==> config.mk <==
export PLATFORM = sky130hd
export DESIGN_NAME = box_motion_ctrl_flat
export DESIGN_NICKNAME = d
export VERILOG_FILES = /design/src/rtl/box_motion_ctrl_pkg.sv /design/src/rtl/box_motion_ctrl_if.sv /design/src/rtl/box_motion_ctrl_btn_debouncer.sv /design/src/rtl/box_motion_ctrl.sv /design/src/flat_wrapper.sv
export SDC_FILE = /design/constraint.sdc
export NUM_CORES = 1
export LEC_CHECK = 0
export CORE_MARGIN = 4
export CORE_UTILIZATION = 47
export DETAILED_ROUTE_END_ITERATION = 12
export GPL_TIMING_DRIVEN = 0
export PLACE_DENSITY = 0.66
export SYNTH_ARGS = -nofsm -noshare
export SYNTH_HDL_FRONTEND = slang
export SYNTH_SLANG_ARGS = --single-unit
==> constraint.sdc <==
create_clock -name clk_25mHz -period 2.3 [get_ports clk_25mHz]
set_input_delay 0.23 -clock clk_25mHz [delete_from_list [all_inputs] [get_ports clk_25mHz]]
set_output_delay 0.23 -clock clk_25mHz [all_outputs]
set_load 0.005 [all_outputs]
==> src/rtl/box_motion_ctrl_pkg.sv <==
// Shared types, screen geometry defaults and arithmetic helpers for the box sprite
// position controller.
package box_ctrl_pkg;

    localparam int SCREEN_W_DEF        = 640;
    localparam int SCREEN_H_DEF        = 480;
    localparam int BOX_SIZE_DEF        = 50;
    localparam int STEP_DEF            = 4;
    localparam int DEBOUNCE_CYCLES_DEF = 250000;
    localparam int DEADZONE_DEF        = 16;
    localparam int ACCEL_SHIFT_DEF     = 3;
    localparam int ACCEL_CENTER        = 256;

    localparam int BTN_UP    = 0;
    localparam int BTN_DOWN  = 1;
    localparam int BTN_LEFT  = 2;
    localparam int BTN_RIGHT = 3;

    typedef enum logic [2:0] {
        ST_IDLE,
        ST_SAMPLE,
        ST_STEP,
        ST_CLAMP,
        ST_COMMIT
    } state_e;

    function automatic int center_pos(input int screen, input int box);
        return (screen - box) / 2;
    endfunction

    localparam int RESET_X = center_pos(SCREEN_W_DEF, BOX_SIZE_DEF);
    localparam int RESET_Y = center_pos(SCREEN_H_DEF, BOX_SIZE_DEF);

    // Raw reading to signed pixels/frame; the offset range of -256..255 lands in -32..31.
    function automatic logic signed [6:0] accel_step(input logic [8:0] raw,
                                                     input int deadzone,
                                                     input int shift);
        logic signed [9:0] o;
        logic signed [9:0] dz;
        o  = $signed({1'b0, raw}) - $signed(10'(ACCEL_CENTER));
        dz = 10'(deadzone);
        if (o > dz || o < -dz) begin
            return 7'(o >>> shift);
        end
        return '0;
    endfunction

    function automatic logic signed [11:0] clamp_pos(input logic signed [11:0] v,
                                                     input logic signed [11:0] hi);
        if (v < 0) begin
            return '0;
        end
        if (v > hi) begin
            return hi;
        end
        return v;
    endfunction

endpackage

==> src/rtl/box_motion_ctrl_if.sv <==
// Frame trigger, user inputs and committed box coordinates of the motion controller.
interface box_motion_ctrl_if;

    logic       screen_end;
    logic       btn_up;
    logic       btn_down;
    logic       btn_left;
    logic       btn_right;
    logic [8:0] accel_x;
    logic [8:0] accel_y;
    logic       mode;
    logic [9:0] tl_x;
    logic [9:0] tl_y;
    logic       update_done;
    logic       busy;

    modport master (
        output screen_end, btn_up, btn_down, btn_left, btn_right, accel_x, accel_y, mode,
        input  tl_x, tl_y, update_done, busy
    );

    modport slave (
        input  screen_end, btn_up, btn_down, btn_left, btn_right, accel_x, accel_y, mode,
        output tl_x, tl_y, update_done, busy
    );

endinterface

==> src/rtl/box_motion_ctrl_btn_debouncer.sv <==
// Two-flop synchronizer followed by a stability counter; the accepted level flips
// only after DEBOUNCE_CYCLES consecutive cycles of disagreement.
module btn_debouncer #(
    parameter int DEBOUNCE_CYCLES = 250000
) (
    input  logic clk_25mHz,
    input  logic reset,
    input  logic btn_i,
    output logic level_o
);

    localparam int            CW   = $clog2(DEBOUNCE_CYCLES + 1);
    localparam logic [CW-1:0] LAST = CW'(DEBOUNCE_CYCLES - 1);

    logic          sync1_q;
    logic          sync2_q;
    logic          level_q;
    logic [CW-1:0] cnt_q;

    always_ff @(posedge clk_25mHz) begin
        if (reset) begin
            sync1_q <= 1'b0;
            sync2_q <= 1'b0;
            level_q <= 1'b0;
            cnt_q   <= '0;
        end else begin
            sync1_q <= btn_i;
            sync2_q <= sync1_q;
            if (sync2_q == level_q) begin
                cnt_q <= '0;
            end else if (cnt_q == LAST) begin
                level_q <= sync2_q;
                cnt_q   <= '0;
            end else begin
                cnt_q <= cnt_q + CW'(1);
            end
        end
    end

    assign level_o = level_q;

endmodule

==> src/rtl/box_motion_ctrl.sv <==
// Per-frame box sprite position update: sample buttons or accelerometer on the
// screen_end rise, step, clamp to the visible area and commit new coordinates.
//
// state     | meaning
// ST_IDLE   | waiting for a screen_end rising edge
// ST_SAMPLE | compute signed dx/dy from current mode and inputs
// ST_STEP   | add step to current coordinates at 12-bit signed width
// ST_CLAMP  | limit result to 0..(screen - box)
// ST_COMMIT | load tl_x/tl_y and pulse update_done
module box_motion_ctrl
    import box_ctrl_pkg::*;
#(
    parameter int SCREEN_W        = SCREEN_W_DEF,
    parameter int SCREEN_H        = SCREEN_H_DEF,
    parameter int BOX_SIZE        = BOX_SIZE_DEF,
    parameter int STEP            = STEP_DEF,
    parameter int DEBOUNCE_CYCLES = DEBOUNCE_CYCLES_DEF,
    parameter int DEADZONE        = DEADZONE_DEF,
    parameter int ACCEL_SHIFT     = ACCEL_SHIFT_DEF
) (
    input  logic              clk_25mHz,
    input  logic              reset,
    box_motion_ctrl_if.slave  bus
);

    localparam logic        [9:0]  RST_X  = 10'(center_pos(SCREEN_W, BOX_SIZE));
    localparam logic        [9:0]  RST_Y  = 10'(center_pos(SCREEN_H, BOX_SIZE));
    localparam logic signed [11:0] MAX_X  = 12'(SCREEN_W - BOX_SIZE);
    localparam logic signed [11:0] MAX_Y  = 12'(SCREEN_H - BOX_SIZE);
    localparam logic signed [6:0]  STEP_P = 7'(STEP);

    state_e             state_q, state_d;
    logic               screen_end_q;
    logic               trig;
    logic [3:0]         btn_raw;
    logic [3:0]         btn_db;
    logic signed [6:0]  step_dx, step_dy;
    logic signed [6:0]  dx_q, dy_q;
    logic signed [11:0] nx_q, ny_q;
    logic [9:0]         cx_q, cy_q;
    logic [9:0]         tl_x_q, tl_y_q;
    logic               update_done_q;

    assign btn_raw = {bus.btn_right, bus.btn_left, bus.btn_down, bus.btn_up};

    for (genvar i = 0; i < 4; i++) begin : g_db
        btn_debouncer #(.DEBOUNCE_CYCLES(DEBOUNCE_CYCLES)) u_db (
            .clk_25mHz (clk_25mHz),
            .reset     (reset),
            .btn_i     (btn_raw[i]),
            .level_o   (btn_db[i])
        );
    end

    assign trig = bus.screen_end & ~screen_end_q;

    always_ff @(posedge clk_25mHz) begin
        if (reset) begin
            state_q <= ST_IDLE;
        end else begin
            state_q <= state_d;
        end
    end

    // COMMIT may accept a fresh trigger since update_done is already registered.
    always_comb begin
        state_d = state_q;
        case (state_q)
            ST_IDLE:   if (trig) state_d = ST_SAMPLE;
            ST_SAMPLE: state_d = ST_STEP;
            ST_STEP:   state_d = ST_CLAMP;
            ST_CLAMP:  state_d = ST_COMMIT;
            ST_COMMIT: state_d = trig ? ST_SAMPLE : ST_IDLE;
            default:   state_d = ST_IDLE;
        endcase
    end

    always_comb begin
        step_dx = '0;
        step_dy = '0;
        if (bus.mode) begin
            step_dx = accel_step(bus.accel_y, DEADZONE, ACCEL_SHIFT);
            step_dy = accel_step(bus.accel_x, DEADZONE, ACCEL_SHIFT);
        end else begin
            if (btn_db[BTN_RIGHT] && !btn_db[BTN_LEFT]) step_dx = STEP_P;
            else if (btn_db[BTN_LEFT] && !btn_db[BTN_RIGHT]) step_dx = -STEP_P;
            if (btn_db[BTN_DOWN] && !btn_db[BTN_UP]) step_dy = STEP_P;
            else if (btn_db[BTN_UP] && !btn_db[BTN_DOWN]) step_dy = -STEP_P;
        end
    end

    always_ff @(posedge clk_25mHz) begin
        if (reset) begin
            screen_end_q  <= 1'b0;
            dx_q          <= '0;
            dy_q          <= '0;
            nx_q          <= '0;
            ny_q          <= '0;
            cx_q          <= RST_X;
            cy_q          <= RST_Y;
            tl_x_q        <= RST_X;
            tl_y_q        <= RST_Y;
            update_done_q <= 1'b0;
        end else begin
            screen_end_q  <= bus.screen_end;
            update_done_q <= 1'b0;
            case (state_q)
                ST_SAMPLE: begin
                    dx_q <= step_dx;
                    dy_q <= step_dy;
                end
                ST_STEP: begin
                    nx_q <= $signed({2'b00, tl_x_q}) + {{5{dx_q[6]}}, dx_q};
                    ny_q <= $signed({2'b00, tl_y_q}) + {{5{dy_q[6]}}, dy_q};
                end
                ST_CLAMP: begin
                    cx_q <= 10'(clamp_pos(nx_q, MAX_X));
                    cy_q <= 10'(clamp_pos(ny_q, MAX_Y));
                end
                ST_COMMIT: begin
                    tl_x_q        <= cx_q;
                    tl_y_q        <= cy_q;
                    update_done_q <= 1'b1;
                end
                default: ;
            endcase
        end
    end

    assign bus.tl_x        = tl_x_q;
    assign bus.tl_y        = tl_y_q;
    assign bus.update_done = update_done_q;
    assign bus.busy        = (state_q != ST_IDLE);

endmodule

==> src/flat_wrapper.sv <==
// flat-port wrapper written by rule: the top's interface ports become plain ports
module box_motion_ctrl_flat import box_ctrl_pkg::*;
#(
    parameter int SCREEN_W        = SCREEN_W_DEF,
    parameter int SCREEN_H        = SCREEN_H_DEF,
    parameter int BOX_SIZE        = BOX_SIZE_DEF,
    parameter int STEP            = STEP_DEF,
    parameter int DEBOUNCE_CYCLES = DEBOUNCE_CYCLES_DEF,
    parameter int DEADZONE        = DEADZONE_DEF,
    parameter int ACCEL_SHIFT     = ACCEL_SHIFT_DEF
)
  (clk_25mHz, reset, bus_screen_end, bus_btn_up, bus_btn_down, bus_btn_left, bus_btn_right, bus_accel_x, bus_accel_y, bus_mode, bus_tl_x, bus_tl_y, bus_update_done, bus_busy);
  box_motion_ctrl_if bus_i ();
  input  logic clk_25mHz;
  input  logic reset;
  input wire logic [$bits(bus_i.screen_end)-1:0] bus_screen_end;
  input wire logic [$bits(bus_i.btn_up)-1:0] bus_btn_up;
  input wire logic [$bits(bus_i.btn_down)-1:0] bus_btn_down;
  input wire logic [$bits(bus_i.btn_left)-1:0] bus_btn_left;
  input wire logic [$bits(bus_i.btn_right)-1:0] bus_btn_right;
  input wire logic [$bits(bus_i.accel_x)-1:0] bus_accel_x;
  input wire logic [$bits(bus_i.accel_y)-1:0] bus_accel_y;
  input wire logic [$bits(bus_i.mode)-1:0] bus_mode;
  output wire logic [$bits(bus_i.tl_x)-1:0] bus_tl_x;
  output wire logic [$bits(bus_i.tl_y)-1:0] bus_tl_y;
  output wire logic [$bits(bus_i.update_done)-1:0] bus_update_done;
  output wire logic [$bits(bus_i.busy)-1:0] bus_busy;
  assign bus_i.screen_end = bus_screen_end;
  assign bus_i.btn_up = bus_btn_up;
  assign bus_i.btn_down = bus_btn_down;
  assign bus_i.btn_left = bus_btn_left;
  assign bus_i.btn_right = bus_btn_right;
  assign bus_i.accel_x = bus_accel_x;
  assign bus_i.accel_y = bus_accel_y;
  assign bus_i.mode = bus_mode;
  assign bus_tl_x = bus_i.tl_x;
  assign bus_tl_y = bus_i.tl_y;
  assign bus_update_done = bus_i.update_done;
  assign bus_busy = bus_i.busy;
  box_motion_ctrl #(.SCREEN_W(SCREEN_W), .SCREEN_H(SCREEN_H), .BOX_SIZE(BOX_SIZE), .STEP(STEP), .DEBOUNCE_CYCLES(DEBOUNCE_CYCLES), .DEADZONE(DEADZONE), .ACCEL_SHIFT(ACCEL_SHIFT)) u_core (.clk_25mHz(clk_25mHz), .reset(reset), .bus(bus_i));
endmodule
==> results of run 1 <==
## registers in the layout, summed over array words and instances (netlist names), 4 cells and up
name,flops
u_core.nx_q,12
u_core.bus.tl_y,10
u_core.g_db.u_db.level_o,4
u_core.ny_q,12
u_core.cy_q,10
u_core.g_db.u_db.sync2_q,4
u_core.dy_q,6
u_core.g_db.u_db.sync1_q,4
u_core.g_db.u_db.cnt_q,72
u_core.dx_q,6
u_core.cx_q,10
u_core.bus.tl_x,10
## layout by cell type (no fill, tap or decap), types with 20 or more instances in the layout
cell and count:
nand3_1 49, dfxtp_1 164, clkbuf_1 25, a21oi_1 51, nand2_1 104, o21ai_0 28, inv_1 22, ha_1 28
xor2_1 39, nand4_1 20, clkdlybuf4s50_1 45, nor2_1 126, xnor2_1 34
## what timing repair did
item	in CTS	in global routing
endpoints found under the hold margin	0	0
gates resized for setup	1	4
pin swaps	0	1
setup endpoints to repair	2	6
## cell type report
type	count	share of cell area
Buffer	40	0.0242
Clock buffer	24	0.0552
Clock inverter	8	0.0158
Inverter	23	0.00949
Multi-Input combinational cell	671	0.453
Sequential cell	165	0.363
Tap cell	216	0.0297
Timing Repair Buffer	45	0.0495
## stage by stage
stage	TNS, ns	power [W]
after CTS	0	0.00687
after global placement	-0.0935	0.00377
after detailed placement	-0.132	0.00378
final	0	0.00683
after global routing	-0.000413	0.00710
after floorplan	0	0.00354
## kinds of logic (layout without fill, tap and decap cells)
logic type / after synthesis / after routing / synth area share
AND/OR/NAND/NOR: 409 / 409 / 0.262
XOR/XNOR: 73 / 73 / 0.0829
flip-flops: 165 / 165 / 0.428
AO/OA/AOI/OAI: 154 / 154 / 0.130
buffers and inverters: 63 / 140 / 0.0397
multiplexers: 5 / 5 / 0.00649
adder cells (fa/ha/maj): 30 / 30 / 0.0506
## layer usage
layer | GRT usage | routed length [µm] | vias up
li1 | - | - | 3259
met1 | 0.294 | 9240 | 2990
met2 | 0.324 | 8310 | 124
met3 | 0.0463 | 852 | 19
met4 | 0.0426 | 172 | 0
met5 | 0 | 0 | -
## worst register-to-register path, delay by kind of cell (launching register included)
family                   cells  cell delay, ns
adder cells (fa/ha/maj)      2            0.67
AO/OA/AOI/OAI                5            1.05
flip-flops                   1            0.33
## power by group through the flow
stage	Clock, W	Combinational (W)	Sequential, W
2_1_floorplan	0	0.000480	0.00306
3_3_place_gp	0	0.000682	0.00309
3_5_place_dp	0	0.000689	0.00309
4_1_cts	0.00315	0.000695	0.00303
5_1_grt	0.00327	0.000786	0.00304
6_report	0.00310	0.000706	0.00303
## path summary, 6_finish.rpt
| kind | end | slack (ns) | cells past startpoint |
|---|---|---|---|
| setup reg to reg | u_core.nx_q[10] | 0.11 | 7 |
| hold reg to reg | u_core.g_db[0].u_db.sync2_q | 0.44 | 1 |
| hold / removal | u_core.dy_q[5] | 0.28 | 3 |
| setup / recovery | u_core.nx_q[10] | 0.11 | 7 |
==> out/qor.txt, run 1 <==
MaxCap Viol Count: 0
Worst min-delay path category: in2reg
H-Tree Level Count: 4
Clock Path Buffers: 2
Final count of hold timing violations: 0
Element type at the critical path start: flop
Largest clock skew in the final design: 0.00539 ns
# nets final: 1019
Share of power burned in the clock network: 0.453
Number of warnings printed during yosys synthesis: 0
Routed length per instance: 15.6 µm
Final setup fails: 0
Cell area reported after detailed placement: 8440 µm²
Cell Pwr Density: 751 nW/µm²
Buffers on Ports: 45
VDD IR-drop max: 532 µV
Final critical path time including I/O delays and setup: 2.19 ns
Net Sw Power: 0.00164 W
Via-per-instance ratio: 5.36
Seq/Total Area, Yosys: 0.428
Kind of cell with the highest combined delay on the critical path: compound AO/OA/AOI/OAI gates
LEAKAGE: 3.30 nW
Highest attainable clock frequency: 457 MHz
Gpl congestion: 0.832
Wire length of the first global-routing pass: 30.4 mm
Antenna Nets Post-Route: 0
Initial antenna violation count: 0
Routed wire length: 18.6 mm
Cell Rows: 46
Post-CTS Setup Repair Bufs: 0
Num CTS Buffers: 17
CP endpoint kind: flop
Die width: 136 µm
CTS tree: built
Cell at the slowest stage of the critical path: fa_1
Post-synthesis async set-or-reset flop share: 0
GRT Residual Overflow: 0
Sequential Area: 3300 µm²
Distinct cells, synth: 68
Synthesis-to-finish area growth: 17.9%
Post-synthesis cell area: 7710 µm²
Post-synthesis cell type with the largest combined area: dfxtp_1
Ant diodes: 0
Worst slack at placement: -0.0663 ns
Crit path required time: 2.59 ns
Count of vias placed by the detailed router: 6392
First-pass DRT Iterations: 5
Number of cells after detailed placement: 1160
Share of final-layout standard cells stronger than drive strength 1: 0.0707
Fraction of power spent switching nets: 0.239
Multi-input gate area in the final layout: 4120 µm²
Cell mode on critical path: a211oi_2
Total core area: 16000 µm²
Ranking of synthesized cells by area: dfxtp_1, nor2_1, nand2_1, ha_1, xor2_1
Crit path buf inv count: 0
Number of fill cells in the layout: 1515
Rel. slew slack: 0.544
Total global-route track usage: 0.207
Sequence of cells on the critical path: ha_1, fa_1, a211oi_2, o21ai_1, a211oi_2, o31a_1, o211ai_1
Beginning of the critical path: u_core.bus.tl_x[0]
Result of the run: finished, final reports clean
Most repeated cell in the gate-level netlist after synthesis: dfxtp_1
Core Util, Final: 0.569
Worst path arrival time: 2.48 ns
Number of nets in the synthesized netlist: 955
Die height: 136 µm
Fin cells: 1192
Root buffer selected by CTS: clkbuf_16
Starting Density: 0.482
CP peak stage delay: 0.44 ns
Fraction of synthesized cell area taken by the top area cell type: 0.428
Starting DRC count in detailed routing: 326
Transition at the pin with the smallest max-transition slack: 0.683 ns
Share of power burned in registers: 0.444
Hold Slack: 0.278 ns
Synthesis-stage register bit count: 165
Cells after synthesis: 899
Highest fanout seen on the critical path: 4
Area of the die: 18500 µm²
Share of the cycle needed by the critical path after routing: 0.952
Startpoint of the most critical register-to-register path: u_core.bus.tl_x[0]
Most frequent cells after synthesis: dfxtp_1, nor2_1, nand2_1, a21oi_1, nand3_1
Worst Setup Slack, final: 0.110 ns
DRC violations left: 0
Primary FF master, synth: dfxtp_1
Number of synthesized flops with an enable pin: 0
CTS Sinks: 165
Number of buffers added to fix hold violations after cts: 0
Relative contribution of combinational cells to total power: 0.103
Average cell area after synthesis: 8.58 µm²
Register clock-pin slew on the reported worst setup and hold paths: 0.06 ns
Unrepaired setup endpoints after global routing: true
Number of global-route vias before repair: 5950
Path type of the worst setup path: reg2reg
Number of I/O pins: 48
Number of max-slew violations in the final report: 0
Largest net degree at the start of global routing: 17
Final design instance area without fill: 9100 µm²
Internal cell power: 0.00520 W
Worst-skew pair later-pin latency: 0.42 ns
HPWL after DPL: 13.0 mm
Hold path start: bus_mode
No activity file was read; power rests on OpenSTA's default activity.
==> inputs of run 2 (changes only) <==
Settings changed: CTS_CLUSTER_SIZE set to 16, RECOVER_POWER set to 100.
==> run 2 against run 1 <==
Wire length shrank 0.24%. Largest cell class unchanged. Critical path type is now reg2out. Via count hardly changed. Die area is the same. Fmax decreased by 1.2%. Critical path depth shrank 4. Worst setup slack worse by 0.026 ns.
==> out/qor.txt, run 2 (synthesis results as in run 1) <==
Number of max-slew violations in the final report: 0 (unchanged)
LEAKAGE: 3.28 nW (-0.61%)
Flip-flop count of the largest register after layout: 72 (unchanged)
Starting DRC count in detailed routing: 313 (-4.0%)
Final count of hold timing violations: 0 (unchanged)
Most frequent cells in the layout: dfxtp_1, nor2_1, nand2_1
Routed length per instance: 15.6 µm (-0.24%)
Die width: 136 µm (unchanged)
Setup tns final: 0 ns (unchanged)
Crit path required time: 2.07 ns (-0.52 ns)
Number of fill cells in the layout: 1526 (+0.73%)
Met1 wire length: 9.16 mm (-0.88%)
Share of power burned in the clock network: 0.454 (about the same)
Count of vias placed by the detailed router: 6390 (-0.031%)
Post-CTS Setup Repair Bufs: 0 (unchanged)
Highest attainable clock frequency: 451 MHz (-1.2%)
Register clock-pin slew on the reported worst setup and hold paths: 0.06 ns (about the same)
DR WL met3: 884 µm (+3.8%)
Largest clock skew in the final design: 0.00544 ns (+0.0000541 ns)
Highest fanout seen on the critical path: 10 (+6)
# nets final: 1019 (unchanged)
Highest routed metal layer: met4
Share of power burned in registers: 0.444 (about the same)
Multi-input gate area in the final layout: 4100 µm² (-0.46%)
Ant diodes: 0 (unchanged)
HPWL after DPL: 13.0 mm (unchanged)
Reg-to-reg endpoint: u_core.nx_q[10]
Core Util, Final: 0.566 (-0.00297)
Result of the run: finished, final reports clean
CP peak stage delay: 0.60 ns (+0.16 ns)
Via-per-instance ratio: 5.36 (about the same)
Area of the die: 18500 µm² (unchanged)
Hold path start: bus_mode
Synthesis-to-finish area growth: 17.3%
Largest registers: u_core.g_db.u_db.cnt_q (72), u_core.nx_q (12), u_core.ny_q (12)
Path type of the worst setup path: reg2out
Worst min-delay path category: in2reg
Element type at the critical path start: flop
Num CTS Buffers: 17 (unchanged)
First-pass DRT Iterations: 5 (unchanged)
VDD IR-drop max: 538 µV (+1.0%)
Initial antenna violation count: 0 (unchanged)
Startpoint of the most critical register-to-register path: u_core.bus.tl_x[0]
Kind of cell with the highest combined delay on the critical path: buffers and inverters
Sequential Area: 3300 µm² (unchanged)
Root buffer selected by CTS: clkbuf_16
Cell at the slowest stage of the critical path: dlygate4sd3_1
Final setup fails: 0 (unchanged)
Wire length of the first global-routing pass: 30.4 mm (unchanged)
Cell Rows: 46 (unchanged)
Total core area: 16000 µm² (unchanged)
Routed wire length on met2: 8.33 mm (+0.19%)
Sequence of cells on the critical path: clkbuf_1, or3_1, dlygate4sd3_1
Hold Path Sink: u_core.dy_q[5]
Share of the cycle needed by the critical path after routing: 0.963 (+0.0114)
Relative contribution of combinational cells to total power: 0.102 (about the same)
Clock Path Buffers: 2 (unchanged)
Leading cell type in the layout, fill and taps excluded: dfxtp_1
Share of final-layout standard cells stronger than drive strength 1: 0.0615 (-0.00922)
Rel. slew slack: 0.523 (-0.0209)
Worst path arrival time: 1.99 ns (-0.49 ns)
Fraction of power spent switching nets: 0.240 (+0.000557)
Setup slack on the worst flop-to-flop path: 0.12 ns (about the same)
H-Tree Level Count: 4 (unchanged)
Buffers on Ports: 45 (unchanged)
CTS tree: built
DRC violations left: 0 (unchanged)
Antenna Nets Post-Route: 0 (unchanged)
Starting Density: 0.482 (unchanged)
Net Sw Power: 0.00164 W (+0.15%)
Hold Path Stages: 3 (unchanged)
Number of global-route vias before repair: 5950 (unchanged)
CP endpoint kind: primary output
Total global-route track usage: 0.207 (unchanged)
Transition at the pin with the smallest max-transition slack: 0.708 ns (+0.0249 ns)
Gpl congestion: 0.832 (unchanged)
Die height: 136 µm (unchanged)
Final critical path time including I/O delays and setup: 2.22 ns (+0.0263 ns)
Cell count of the worst reg-to-reg path: 7 (unchanged)
CTS Sinks: 165 (unchanged)
Number of I/O pins: 48 (unchanged)
Hold Slack: 0.267 ns (-0.0110 ns)
Internal cell power: 0.00519 W (-0.16%)
Crit path buf inv count: 2 (+2)
MaxCap Viol Count: 0 (unchanged)
Worst-skew pair later-pin latency: 0.42 ns (about the same)
Unrepaired setup endpoints after global routing: true
Reg with most FFs: u_core.g_db.u_db.cnt_q
Largest net degree at the start of global routing: 17 (unchanged)
Routed wire length: 18.5 mm (-0.24%)
Pwr Total: 0.00683 W (about the same)
Cell Pwr Density: 754 nW/µm² (+0.44%)
GRT Residual Overflow: 0 (unchanged)
-- run 2: cell type report --
class / instances / area share
tap: 216 / 0.0299
clock inverter: 8 / 0.0159
timing repair buffer: 45 / 0.0498
multi-input combinational: 671 / 0.453
sequential: 165 / 0.365
clock buffer: 24 / 0.0554
inverter: 23 / 0.00954
buffer: 40 / 0.0212
-- run 2: worst reg2reg max path, cell delays in order (launching register included) --
cell	delay, ns
dfxtp_1	0.34
ha_1	0.23
fa_1	0.44
a211oi_2	0.27
o21ai_1	0.18
a211oi_2	0.34
o31a_1	0.16
o211ai_1	0.09
-- run 2: through the flow --
step | setup slack, ns | area, µm² | std cells
2_1_floorplan | 0.283 | 7710 | 899
3_3_place_gp | -0.0560 | 8440 | 1160
3_5_place_dp | -0.0663 | 8440 | 1160
4_1_cts | 0.00740 | 9090 | 1192
5_1_grt | -0.00846 | 9050 | 1192
6_report | 0.0842 | 9050 | 1192
-- run 2: how the worst max path moves through the flow --
stage	startpoint	endpoint	slack (ns)	cells after the start
after floorplan	u_core.bus.tl_x[0]	u_core.nx_q[10]	0.28	7
after global placement	u_core.bus.tl_x[0]	u_core.nx_q[10]	-0.06	7
after detailed placement	u_core.bus.tl_x[0]	u_core.nx_q[10]	-0.07	7
after CTS	u_core.bus.tl_x[0]	u_core.nx_q[10]	0.007	7
after global routing	u_core.g_db[0].u_db.cnt_q[0]	u_core.g_db[0].u_db.cnt_q[10]	-0.008	7
final	u_core.state_q[0]	bus_busy	0.08	3
-- run 2: routing by layer --
layer | track usage | up-vias
met3 | 0.0463 | 18
li1 | - | 3260
met1 | 0.294 | 2978
met5 | 0 | -
met4 | 0.0426 | 0
met2 | 0.324 | 134
-- run 2: timing repair --
item | CTS | global route
gates resized for setup | 1 | 4
pin swaps | 0 | 1
setup endpoints to repair | 2 | 6
gates cloned | 0 | 0
hold buffers | 0 | 0
-- run 2: power groups by stage --
stage	registers, W	logic, W	clock network (W)
5_1_grt	0.00304	0.000778	0.00327
2_1_floorplan	0.00306	0.000480	0
3_5_place_dp	0.00309	0.000689	0
4_1_cts	0.00303	0.000695	0.00315
6_report	0.00303	0.000697	0.00310
3_3_place_gp	0.00309	0.000682	0
